### config.mk
export PLATFORM = sky130hd
export DESIGN_NAME = stage_sequencer
export DESIGN_NICKNAME = d
export VERILOG_FILES = /design/src/rtl/stage_pkg.sv /design/src/rtl/btn_debounce.sv /design/src/rtl/stage_sequencer.sv
export SDC_FILE = /design/constraint.sdc
export NUM_CORES = 1
export LEC_CHECK = 0
export CORE_ASPECT_RATIO = 0.75
export CORE_UTILIZATION = 35
export CTS_CLUSTER_SIZE = 14
export DETAILED_ROUTE_END_ITERATION = 8
export SLEW_MARGIN = 20
export SYNTH_ARGS = -nofsm -noshare
export SYNTH_HDL_FRONTEND = slang
export SYNTH_SLANG_ARGS = --single-unit
### constraint.sdc
create_clock -name CLOCK -period 2.6 [get_ports CLOCK]
set_input_delay 0.52 -clock CLOCK [delete_from_list [all_inputs] [get_ports CLOCK]]
set_output_delay 0.52 -clock CLOCK [all_outputs]
set_load 0.03 [all_outputs]
### src/rtl/stage_pkg.sv
// Shared definitions for the stage sequencer: FSM states, stage codes,
// OLED source codes, 7-segment owner codes and state-to-code helpers.
// No ports (package). Optional build macro used elsewhere: RETRY_SCREEN_EN.
package stage_pkg;

   localparam int unsigned STAGE_W     = 4;
   localparam int unsigned DISP_W      = 4;
   localparam int unsigned SEG_W       = 2;
   localparam int unsigned TRANS_CNT_W = 32;

   typedef enum logic [2:0] {
      ST_IDLE   = 3'd0,
      ST_TRANS0 = 3'd1,
      ST_GAME1  = 3'd2,
      ST_TRANS1 = 3'd3,
      ST_GAME2  = 3'd4,
      ST_GAME3  = 3'd5,
      ST_TRANS2 = 3'd6,
      ST_DECO   = 3'd7
   } fsm_e;

   // Stage codes seen by the game modules
   localparam logic [STAGE_W-1:0] STAGE_IDLE  = 4'd0;
   localparam logic [STAGE_W-1:0] STAGE_GAME1 = 4'd1;
   localparam logic [STAGE_W-1:0] STAGE_GAME2 = 4'd2;
   localparam logic [STAGE_W-1:0] STAGE_GAME3 = 4'd3;
   localparam logic [STAGE_W-1:0] STAGE_DECO  = 4'd8;

   // OLED source selects
   localparam logic [DISP_W-1:0] DISP_START  = 4'd0;
   localparam logic [DISP_W-1:0] DISP_TRANS0 = 4'd1;
   localparam logic [DISP_W-1:0] DISP_GAME1  = 4'd2;
   localparam logic [DISP_W-1:0] DISP_TRANS1 = 4'd3;
   localparam logic [DISP_W-1:0] DISP_GAME2  = 4'd4;
   localparam logic [DISP_W-1:0] DISP_GAME3  = 4'd5;
   localparam logic [DISP_W-1:0] DISP_RETRY  = 4'd6;
   localparam logic [DISP_W-1:0] DISP_TRANS2 = 4'd7;
   localparam logic [DISP_W-1:0] DISP_DECO   = 4'd8;

   // 7-segment owners
   localparam logic [SEG_W-1:0] SEG_BLANK = 2'd0;
   localparam logic [SEG_W-1:0] SEG_GAME2 = 2'd1;
   localparam logic [SEG_W-1:0] SEG_GAME3 = 2'd2;

   // Transition states share the idle stage code
   function automatic logic [STAGE_W-1:0] stage_code(input fsm_e s);
      logic [STAGE_W-1:0] code;
      code = STAGE_IDLE;
      case (s)
         ST_GAME1: code = STAGE_GAME1;
         ST_GAME2: code = STAGE_GAME2;
         ST_GAME3: code = STAGE_GAME3;
         ST_DECO:  code = STAGE_DECO;
         default:  code = STAGE_IDLE;
      endcase
      return code;
   endfunction

   // Base OLED source; the retry override is applied by the sequencer
   function automatic logic [DISP_W-1:0] disp_code(input fsm_e s);
      logic [DISP_W-1:0] code;
      code = DISP_START;
      case (s)
         ST_IDLE:   code = DISP_START;
         ST_TRANS0: code = DISP_TRANS0;
         ST_GAME1:  code = DISP_GAME1;
         ST_TRANS1: code = DISP_TRANS1;
         ST_GAME2:  code = DISP_GAME2;
         ST_GAME3:  code = DISP_GAME3;
         ST_TRANS2: code = DISP_TRANS2;
         ST_DECO:   code = DISP_DECO;
         default:   code = DISP_START;
      endcase
      return code;
   endfunction

   function automatic logic [SEG_W-1:0] seg_code(input fsm_e s);
      logic [SEG_W-1:0] code;
      code = SEG_BLANK;
      case (s)
         ST_GAME2: code = SEG_GAME2;
         ST_GAME3: code = SEG_GAME3;
         default:  code = SEG_BLANK;
      endcase
      return code;
   endfunction

   function automatic logic is_trans(input fsm_e s);
      return (s == ST_TRANS0) || (s == ST_TRANS1) || (s == ST_TRANS2);
   endfunction

endpackage

### src/rtl/btn_debounce.sv
// Start-button conditioner: 2-flop synchronizer followed by a debouncer that
// accepts a new level only after DEBOUNCE_CYCLES consecutive identical
// samples. After reset the button must first be seen released (debounced low)
// before any press is accepted, so a button held through reset is ignored.
// Ports:
//   clk_i    system clock
//   rst_i    synchronous active-high reset
//   btn_i    raw asynchronous button
//   level_o  debounced level
//   rise_o   one-cycle pulse on each accepted rising edge
module btn_debounce
   import stage_pkg::*;
#(
   parameter int unsigned DEBOUNCE_CYCLES = 1_000_000
) (
   input  logic clk_i,
   input  logic rst_i,
   input  logic btn_i,
   output logic level_o,
   output logic rise_o
);

   localparam int unsigned CNT_W =
      (DEBOUNCE_CYCLES > 1) ? $clog2(DEBOUNCE_CYCLES) : 1;
   localparam logic [CNT_W-1:0] CNT_LAST = CNT_W'(DEBOUNCE_CYCLES - 1);

   logic             sync1_q, sync2_q;
   logic [CNT_W-1:0] cnt_q, cnt_d;
   logic             level_q, level_d;
   logic             armed_q, armed_d;
   logic             rise_q, rise_d;
   logic             target;

   // Until armed, count released samples; once armed, count samples that
   // disagree with the accepted level
   always_comb begin
      target  = armed_q ? ~level_q : 1'b0;
      cnt_d   = cnt_q;
      level_d = level_q;
      armed_d = armed_q;
      rise_d  = 1'b0;
      if (sync2_q == target) begin
         if (cnt_q == CNT_LAST) begin
            cnt_d = '0;
            if (armed_q) begin
               level_d = target;
               rise_d  = target;
            end else begin
               armed_d = 1'b1;
            end
         end else begin
            cnt_d = cnt_q + CNT_W'(1);
         end
      end else begin
         cnt_d = '0;
      end
   end

   always_ff @(posedge clk_i) begin
      if (rst_i) begin
         sync1_q <= 1'b0;
         sync2_q <= 1'b0;
         cnt_q   <= '0;
         level_q <= 1'b0;
         armed_q <= 1'b0;
         rise_q  <= 1'b0;
      end else begin
         sync1_q <= btn_i;
         sync2_q <= sync1_q;
         cnt_q   <= cnt_d;
         level_q <= level_d;
         armed_q <= armed_d;
         rise_q  <= rise_d;
      end
   end

   assign level_o = level_q;
   assign rise_o  = rise_q;

endmodule

### src/rtl/stage_sequencer.sv
// Top-level stage sequencer: start screen, timed transition slides and three
// games ending in the deco stage, held until reset. All outputs are Moore
// outputs registered one cycle after the FSM state register.
// Build macro: RETRY_SCREEN_EN selects the retry screen in game 3 when
// lives and level_completed are both zero; otherwise lives/level_completed
// are unused.
// Ports:
//   CLOCK            100 MHz system clock
//   reset            synchronous active-high reset
//   btnC             raw start button
//   completed1       game-1 done level
//   complete2        game-2 done level
//   completed3       game-3 done level
//   lives            game-3 lives remaining
//   level_completed  game-3 level count
//   state            stage code (0 idle/transition, 1..3 games, 8 deco)
//   disp_sel         OLED source select
//   seg_sel          7-segment owner
//   start_deco       deco enable level
module stage_sequencer
   import stage_pkg::*;
#(
   parameter int unsigned TRANS_CYCLES    = 300_000_000,
   parameter int unsigned DEBOUNCE_CYCLES = 1_000_000
) (
   input  logic                CLOCK,
   input  logic                reset,
   input  logic                btnC,
   input  logic                completed1,
   input  logic                complete2,
   input  logic                completed3,
   input  logic [1:0]          lives,
   input  logic [1:0]          level_completed,
   output logic [STAGE_W-1:0]  state,
   output logic [DISP_W-1:0]   disp_sel,
   output logic [SEG_W-1:0]    seg_sel,
   output logic                start_deco
);

   localparam logic [TRANS_CNT_W-1:0] TRANS_LAST = TRANS_CNT_W'(TRANS_CYCLES - 1);

   fsm_e                   fsm_q, fsm_d;
   logic [TRANS_CNT_W-1:0] trans_cnt_q, trans_cnt_d;
   logic [STAGE_W-1:0]     stage_q;
   logic [DISP_W-1:0]      disp_q, disp_d;
   logic [SEG_W-1:0]       seg_q;
   logic                   deco_q;
   logic                   btn_level;
   logic                   btn_rise;
   logic                   trans_done;

   btn_debounce #(
      .DEBOUNCE_CYCLES (DEBOUNCE_CYCLES)
   ) u_btn_debounce (
      .clk_i   (CLOCK),
      .rst_i   (reset),
      .btn_i   (btnC),
      .level_o (btn_level),
      .rise_o  (btn_rise)
   );

   assign trans_done = (trans_cnt_q == TRANS_LAST);

   // Next state; each stage only listens to its own completion input
   always_comb begin
      fsm_d = fsm_q;
      case (fsm_q)
         ST_IDLE:   if (btn_rise)   fsm_d = ST_TRANS0;
         ST_TRANS0: if (trans_done) fsm_d = ST_GAME1;
         ST_GAME1:  if (completed1) fsm_d = ST_TRANS1;
         ST_TRANS1: if (trans_done) fsm_d = ST_GAME2;
         ST_GAME2:  if (complete2)  fsm_d = ST_GAME3;
         ST_GAME3:  if (completed3) fsm_d = ST_TRANS2;
         ST_TRANS2: if (trans_done) fsm_d = ST_DECO;
         ST_DECO:   fsm_d = ST_DECO;
         default:   fsm_d = ST_IDLE;
      endcase
   end

   // Slide timer: cleared on every state change, saturates instead of wrapping
   always_comb begin
      trans_cnt_d = trans_cnt_q;
      if (fsm_d != fsm_q) begin
         trans_cnt_d = '0;
      end else if (is_trans(fsm_q) && !trans_done) begin
         trans_cnt_d = trans_cnt_q + TRANS_CNT_W'(1);
      end
   end

   // OLED source, with optional retry screen override in game 3
   always_comb begin
      disp_d = disp_code(fsm_q);
`ifdef RETRY_SCREEN_EN
      if ((fsm_q == ST_GAME3) && (lives == 2'd0) && (level_completed == 2'd0)) begin
         disp_d = DISP_RETRY;
      end
`endif
   end

`ifndef RETRY_SCREEN_EN
   logic unused_game3_status;
   assign unused_game3_status = ^{lives, level_completed, btn_level};
`else
   logic unused_btn_level;
   assign unused_btn_level = btn_level;
`endif

   // State register plus Moore outputs derived from the registered state;
   // reset clears outputs directly so no intermediate code is emitted
   always_ff @(posedge CLOCK) begin
      if (reset) begin
         fsm_q       <= ST_IDLE;
         trans_cnt_q <= '0;
         stage_q     <= STAGE_IDLE;
         disp_q      <= DISP_START;
         seg_q       <= SEG_BLANK;
         deco_q      <= 1'b0;
      end else begin
         fsm_q       <= fsm_d;
         trans_cnt_q <= trans_cnt_d;
         stage_q     <= stage_code(fsm_q);
         disp_q      <= disp_d;
         seg_q       <= seg_code(fsm_q);
         deco_q      <= (fsm_q == ST_DECO);
      end
   end

   assign state      = stage_q;
   assign disp_sel   = disp_q;
   assign seg_sel    = seg_q;
   assign start_deco = deco_q;

endmodule

* Word-level counts from Yosys, hierarchy flattened
Memory sizes are Yosys's and may differ from the RTL's. A register that Yosys moved wholly into a read port is not among the register bits. Index checks and enable logic that the tools add are counted.
Word-level totals: memories kept 1, word-level logic and storage cells 50, input port bits 10, register bits 67, memory bits (read-only) 32
Operators by class: reduce and logical (&&, ||, !) cells 10, eq/ne operators 11, add/sub/neg operators 2, bitwise logic cells 4, mux-type cells 11
Memory list:
- (no name shown) | depth 8, bits a word 4, rd ports 1, clocked after memory_dff 1, write ports 0, line stage_pkg.sv:63 | case (s)
Operators by type and width (count):
- adder 32 x 1 -> 32 bit (second input constant) | 1
- equality test 32 x 29 -> 1 bit (second input constant) | 1
- case mux 3 bit (8 select lines) | 1
- two-way mux 3 bit | 7
- adder 20 x 1 -> 20 bit (second input constant) | 1
- equality test 20 bit (second input constant) | 1
- case mux 4 bit (4 select lines) | 1
- equality test 3 bit (second input constant) | 4
- equality test 3 x 2 -> 1 bit (second input constant) | 2
- NOT 1 bit | 4
- case mux 2 bit (2 select lines) | 1
- OR reduction 4 bit | 1
- equality test 3 x 1 -> 1 bit (second input constant) | 1
- logical NOT 3 bit | 1
- inequality test 3 bit | 1
- AND reduction 3 bit | 1
- OR reduction 3 bit | 1
- logical OR 1 bit | 2
- AND reduction 2 bit | 1
- OR reduction 2 bit | 1
- equality test 1 bit | 1
- logical AND 1 bit | 1
- logical NOT 1 bit | 1
- two-way mux 1 bit | 1

* Longest topological paths before layout
Gate-level depths: netlist (run 1).
depth after elaboration 5, gate-level depth with buffers 9

* Modules after synthesis
A second synthesis (run 1) with hierarchy kept.
Unflattened totals: cell total of the unflattened synthesis 429, area, all modules 3607.2 µm²
Modules (own cells, without submodules):
- stage_sequencer | times used 1, area an instance 2506.2 µm², cells an instance 303
- btn_debounce | times used 1, area an instance 1101.1 µm², cells an instance 126

* Least setup slack after synthesis (run 1)
OpenSTA, ideal clock, no wires.
kind flip-flop to flip-flop, start register fsm_q[1], end register trans_cnt_q[10], data required time 2467 ps, stages on the path, launching flop included 10, data arrival time 2064 ps, setup slack 403 ps, period minus slack after synthesis 2197 ps, library setup time 133 ps, cell sequence dfxtp_1 -> buf_2 -> inv_1 -> ha_1 -> clkbuf_1 -> nor4_1 -> a211o_1 -> o221ai_2 -> clkbuf_1 -> nor3_1
On the way: cells in the longest elaborated chain, start to end 4
RTL lines:
- start, declared | line stage_sequencer.sv:42 | fsm_e fsm_q, fsm_d;
- start signal, assigned | line stage_sequencer.sv:119 | fsm_q <= fsm_d;
- equality test 3 bit, or another cell as far along | line stage_sequencer.sv:67 | case (fsm_q)
- case mux 3 bit (8 select lines) / logical OR 1 bit (equally long branches) | line stage_sequencer.sv:67, stage_pkg.sv:89
- inequality test 3 bit / logical OR 1 bit (equally long branches) | line stage_sequencer.sv:83, stage_pkg.sv:89
- OR reduction 2 bit (no source line) / logical AND 1 bit (equally long branches)
- end signal, assigned | line stage_sequencer.sv:120 | trans_cnt_q <= trans_cnt_d;
- end, declared | line stage_sequencer.sv:43 | logic [TRANS_CNT_W-1:0] trans_cnt_q, trans_cnt_d;
Parallel ways exist; a longest one is shown, timed or not. A chain may end at the register's enable or synchronous reset.

* Worst setup path in the final report (run 1)
start register fsm_q[1], end register trans_cnt_q[6]
Same word-level chain as after synthesis.

==> impl_metrics.py, run 1 <==
metrics = {
    "status": {
        "outcome": "complete, no violations",
    },
    "timing": {
        "fin_ws_ns": 0.240,
        "max_freq_mhz": 424,
        "finalSetupViolCount": 0,
        "setup-tns-final_ns": 0,
        "final_hold_viol_count": 0,
        "min_period_ns": 2.36,
        "fin_crit_sh_pct": 90.8,
        "rsz0062_at_grt": "false",
        "fin_worst_skew_ns": 0.00641,
        "slew_viol_final": 0,
    },
    "clock_tree": {
        "clock_latency_ns": 0.33,
        "postCtsSetupBuffers": 0,
        "cts_tree": "done",
        "cts-resized-gates": 0,
        "hold_buffers": 0,
        "clock_sinks": 69,
        "numCtsBuffers": 9,
        "htreeDepth": 3,
        "path_clk_slew_ns": 0.05,
        "clock_path_buffers": 2,
        "cts-root-buf": "clkbuf_16",
    },
    "synth": {
        "yosys.area.top_type": "dfxtp_1",
        "ys_ff_latch": 69,
        "synth_edf_count": 0,
        "yosysSeqAreaShare_pct": 39.2,
        "yosys_warnings": 0,
        "synthCells": 405,
        "synth_nets": 421,
        "yosys-top-cells-area": "dfxtp_1 (39%), xnor2_1 (6.5%), nor3_1 (4.8%)",
        "synth-async-reset-ratio_pct": 0,
        "syn_avg_cell_area_um2": 8.70,
        "ys_top_cells_by_count": "dfxtp_1 (69), nor2_1 (39), nor3_1 (34), nand2_1 (28), xnor2_1 (26)",
        "synth_ff_type": "dfxtp_1",
        "synth_top_area_share_pct": 39.2,
        "synthMostInstantiatedCell": "dfxtp_1",
        "syn_area_um2": 3520,
        "synth.distinct_cells": 53,
    },
    "drt": {
        "route.detailed.drc": 0,
        "dr.pass1.iters": 4,
        "ant_nets": 0,
        "routed_via_density": 5.19,
        "wirelength_um": 7530,
        "wl_met2_um": 2990,
        "dr_wl_met3_um": 336,
        "drt_iter0_markers": 131,
        "routedWlPerCell_um": 13.6,
        "top_layer": "met4",
        "vias": 2882,
        "met1Wirelength_um": 4090,
    },
    "finish": {
        "syn_to_final_growth_pct": 15.2,
        "fill_cells": 958,
        "diodes": 0,
        "postLayoutCellArea_um2": 4060,
        "fin_nets": 436,
        "multiInputGateArea_um2": 1950,
        "regArea_um2": 1380,
        "drive_gt1_share_pct": 9.69,
    },
    "die": {
        "start_util_pct": 36.2,
        "die_height_um": 88.9,
        "coreArea_um2": 9740,
        "rows": 31,
        "chipWidth_um": 118,
        "dieArea_um2": 10500,
        "ios": 21,
    },
    "placement": {
        "gp_congestion": 0.815,
        "placed_area_um2": 3810,
        "hpwl_um": 5090,
        "pre_cts_ws_ns": 0.239,
        "io_buffers": 15,
    },
    "pwr": {
        "power_density_nw_per_um2": 561,
        "p_leak_nw": 1.28,
        "power_mw": 2.28,
        "ir_worst_vdd_v": 0.000389,
    },
    "worst_setup_path": {
        "cp-start-kind": "flop",
        "max_stage_delay_ns": 0.50,
        "cp.arrival_ns": 2.61,
        "path_cells": "ha_1 -> nor2b_1 -> nor2_2 -> nand2_1 -> or4_1 -> a211oi_1",
        "cpMaxStageDelayCell": "dfxtp_1",
        "crit_path_end_kind": "flop",
        "critPathRequiredTime_ns": 2.85,
        "critical_path_class": "reg2reg",
        "critPathMaxFanout": 10,
    },
    "global_routing": {
        "grt_pass1_wl_um": 12900,
        "grt_usage_pct": 15.5,
        "grt-ovfl-total": 0,
        "grt_max_degree": 33,
        "grt_pass1_vias": 2685,
        "antenna_found_initial": 0,
    },
    "hold_path": {
        "hold_class": "reg2reg",
    },
    "flow_run": {
        "timing.max_cap.violations": 0,
    },
}
-- cell families after synthesis --
logic type | synth area share, %
other cells | 0.106
flops | 39.2
buf+inv | 5.36
mux | 0.852
compound gates | 10.4
simple gates | 32.8
fa+ha+maj | 2.13
xor+xnor | 9.20
-- path summary, 6_finish.rpt --
check | from | end | slack [ns] | depth (start not counted)
setup reg to reg | fsm_q[1]$_SDFF_PP0_ | trans_cnt_q[6]$_SDFFE_PP0P_ | 0.24 | 6
hold / removal | u_btn_debounce.sync1_q$_SDFF_PP0_ | u_btn_debounce.sync2_q$_SDFF_PP0_ | 0.44 | 1
hold reg to reg | u_btn_debounce.sync1_q$_SDFF_PP0_ | u_btn_debounce.sync2_q$_SDFF_PP0_ | 0.44 | 1
setup / recovery | fsm_q[1]$_SDFF_PP0_ | trans_cnt_q[6]$_SDFFE_PP0P_ | 0.24 | 6
-- registers in the layout, indices dropped and copies added (netlist names) --
name / count
state: 3
u_btn_debounce.sync2_q: 1
u_btn_debounce.rise_o: 1
seg_sel: 2
u_btn_debounce.armed_q: 1
fsm_q: 3
u_btn_debounce.sync1_q: 1
u_btn_debounce.cnt_q: 20
disp_sel: 4
trans_cnt_q: 32
u_btn_debounce.level_o: 1
-- per-stage QoR --
stage,instances,utilization [%],hold WS (ns)
3_5_place_dp,541,39.1,0.430
6_report,555,41.7,0.441
3_3_place_gp,541,39.1,0.417
4_1_cts,555,41.7,0.444
2_1_floorplan,405,-,0.413
5_1_grt,555,41.7,0.453
-- metal layers --
layer  vias up  global-route usage [%]
li1       1484                       -
met2        65                    22.6
met5         -                       0
met3         8                    4.78
met4         0                    6.41
met1      1325                    21.4
-- cell type report --
| class | count | share of cell area [%] |
|---|---|---|
| well taps | 132 | 4.07 |
| repair buffers | 28 | 6.72 |
| clock buffers | 11 | 5.74 |
| multi-input cells | 302 | 48.1 |
| inverters | 10 | 0.925 |
| flip-flops and latches | 69 | 34.0 |
| clock inverters | 3 | 0.370 |
-- cells in the final DEF, fill, tap and decap left out, drive strengths merged, types with 2 or more instances in the layout --
master | synthesis | routed
or3 | 9 | 9
clkbuf | 9 | 11
buf | 15 | 13
o31ai | 7 | 7
nand3b | 2 | 2
dfxtp | 69 | 69
and4b | 2 | 2
clkinv | 0 | 3
xnor2 | 26 | 26
and4 | 4 | 4
xor2 | 11 | 11
nor4b | 2 | 2
ha | 6 | 6
or4 | 9 | 9
inv | 10 | 10
o21ai | 11 | 11
nor2 | 40 | 40
nand2b | 6 | 6
nor2b | 6 | 6
a211o | 2 | 2
nand2 | 28 | 28
a31oi | 2 | 2
nor3 | 36 | 36
and2 | 6 | 6
and3 | 8 | 8
nand4 | 12 | 12
mux2i | 3 | 3
a211oi | 14 | 14
clkdlybuf4s50 | 0 | 15
nor4 | 13 | 13
a21oi | 6 | 6
nand3 | 19 | 19
-- power by group --
group / switching, mW / internal, mW
Combinational: 0.0889 / 0.0576
Clock: 0.423 / 0.629
Sequential: 0.0108 / 1.07
Total: 0.523 / 1.75
-- critical path, delay by kind of cell, from the launching register on --
family | cells | cell delay, ns
AO/OA/AOI/OAI | 1 | 0.22
adder cells (fa/ha/maj) | 1 | 0.43
flip-flops | 1 | 0.50
AND/OR/NAND/NOR | 4 | 1.11
Note: power is estimated with default switching activity, not from simulation.
==> run 2, diff against run 1 <==
Settings changed: GPL_ROUTABILITY_DRIVEN set to 0, SLEW_MARGIN 20 to 10.
==> results of run 2 <==
No change in the layout: final DEF, timing and power equal those of run 1.
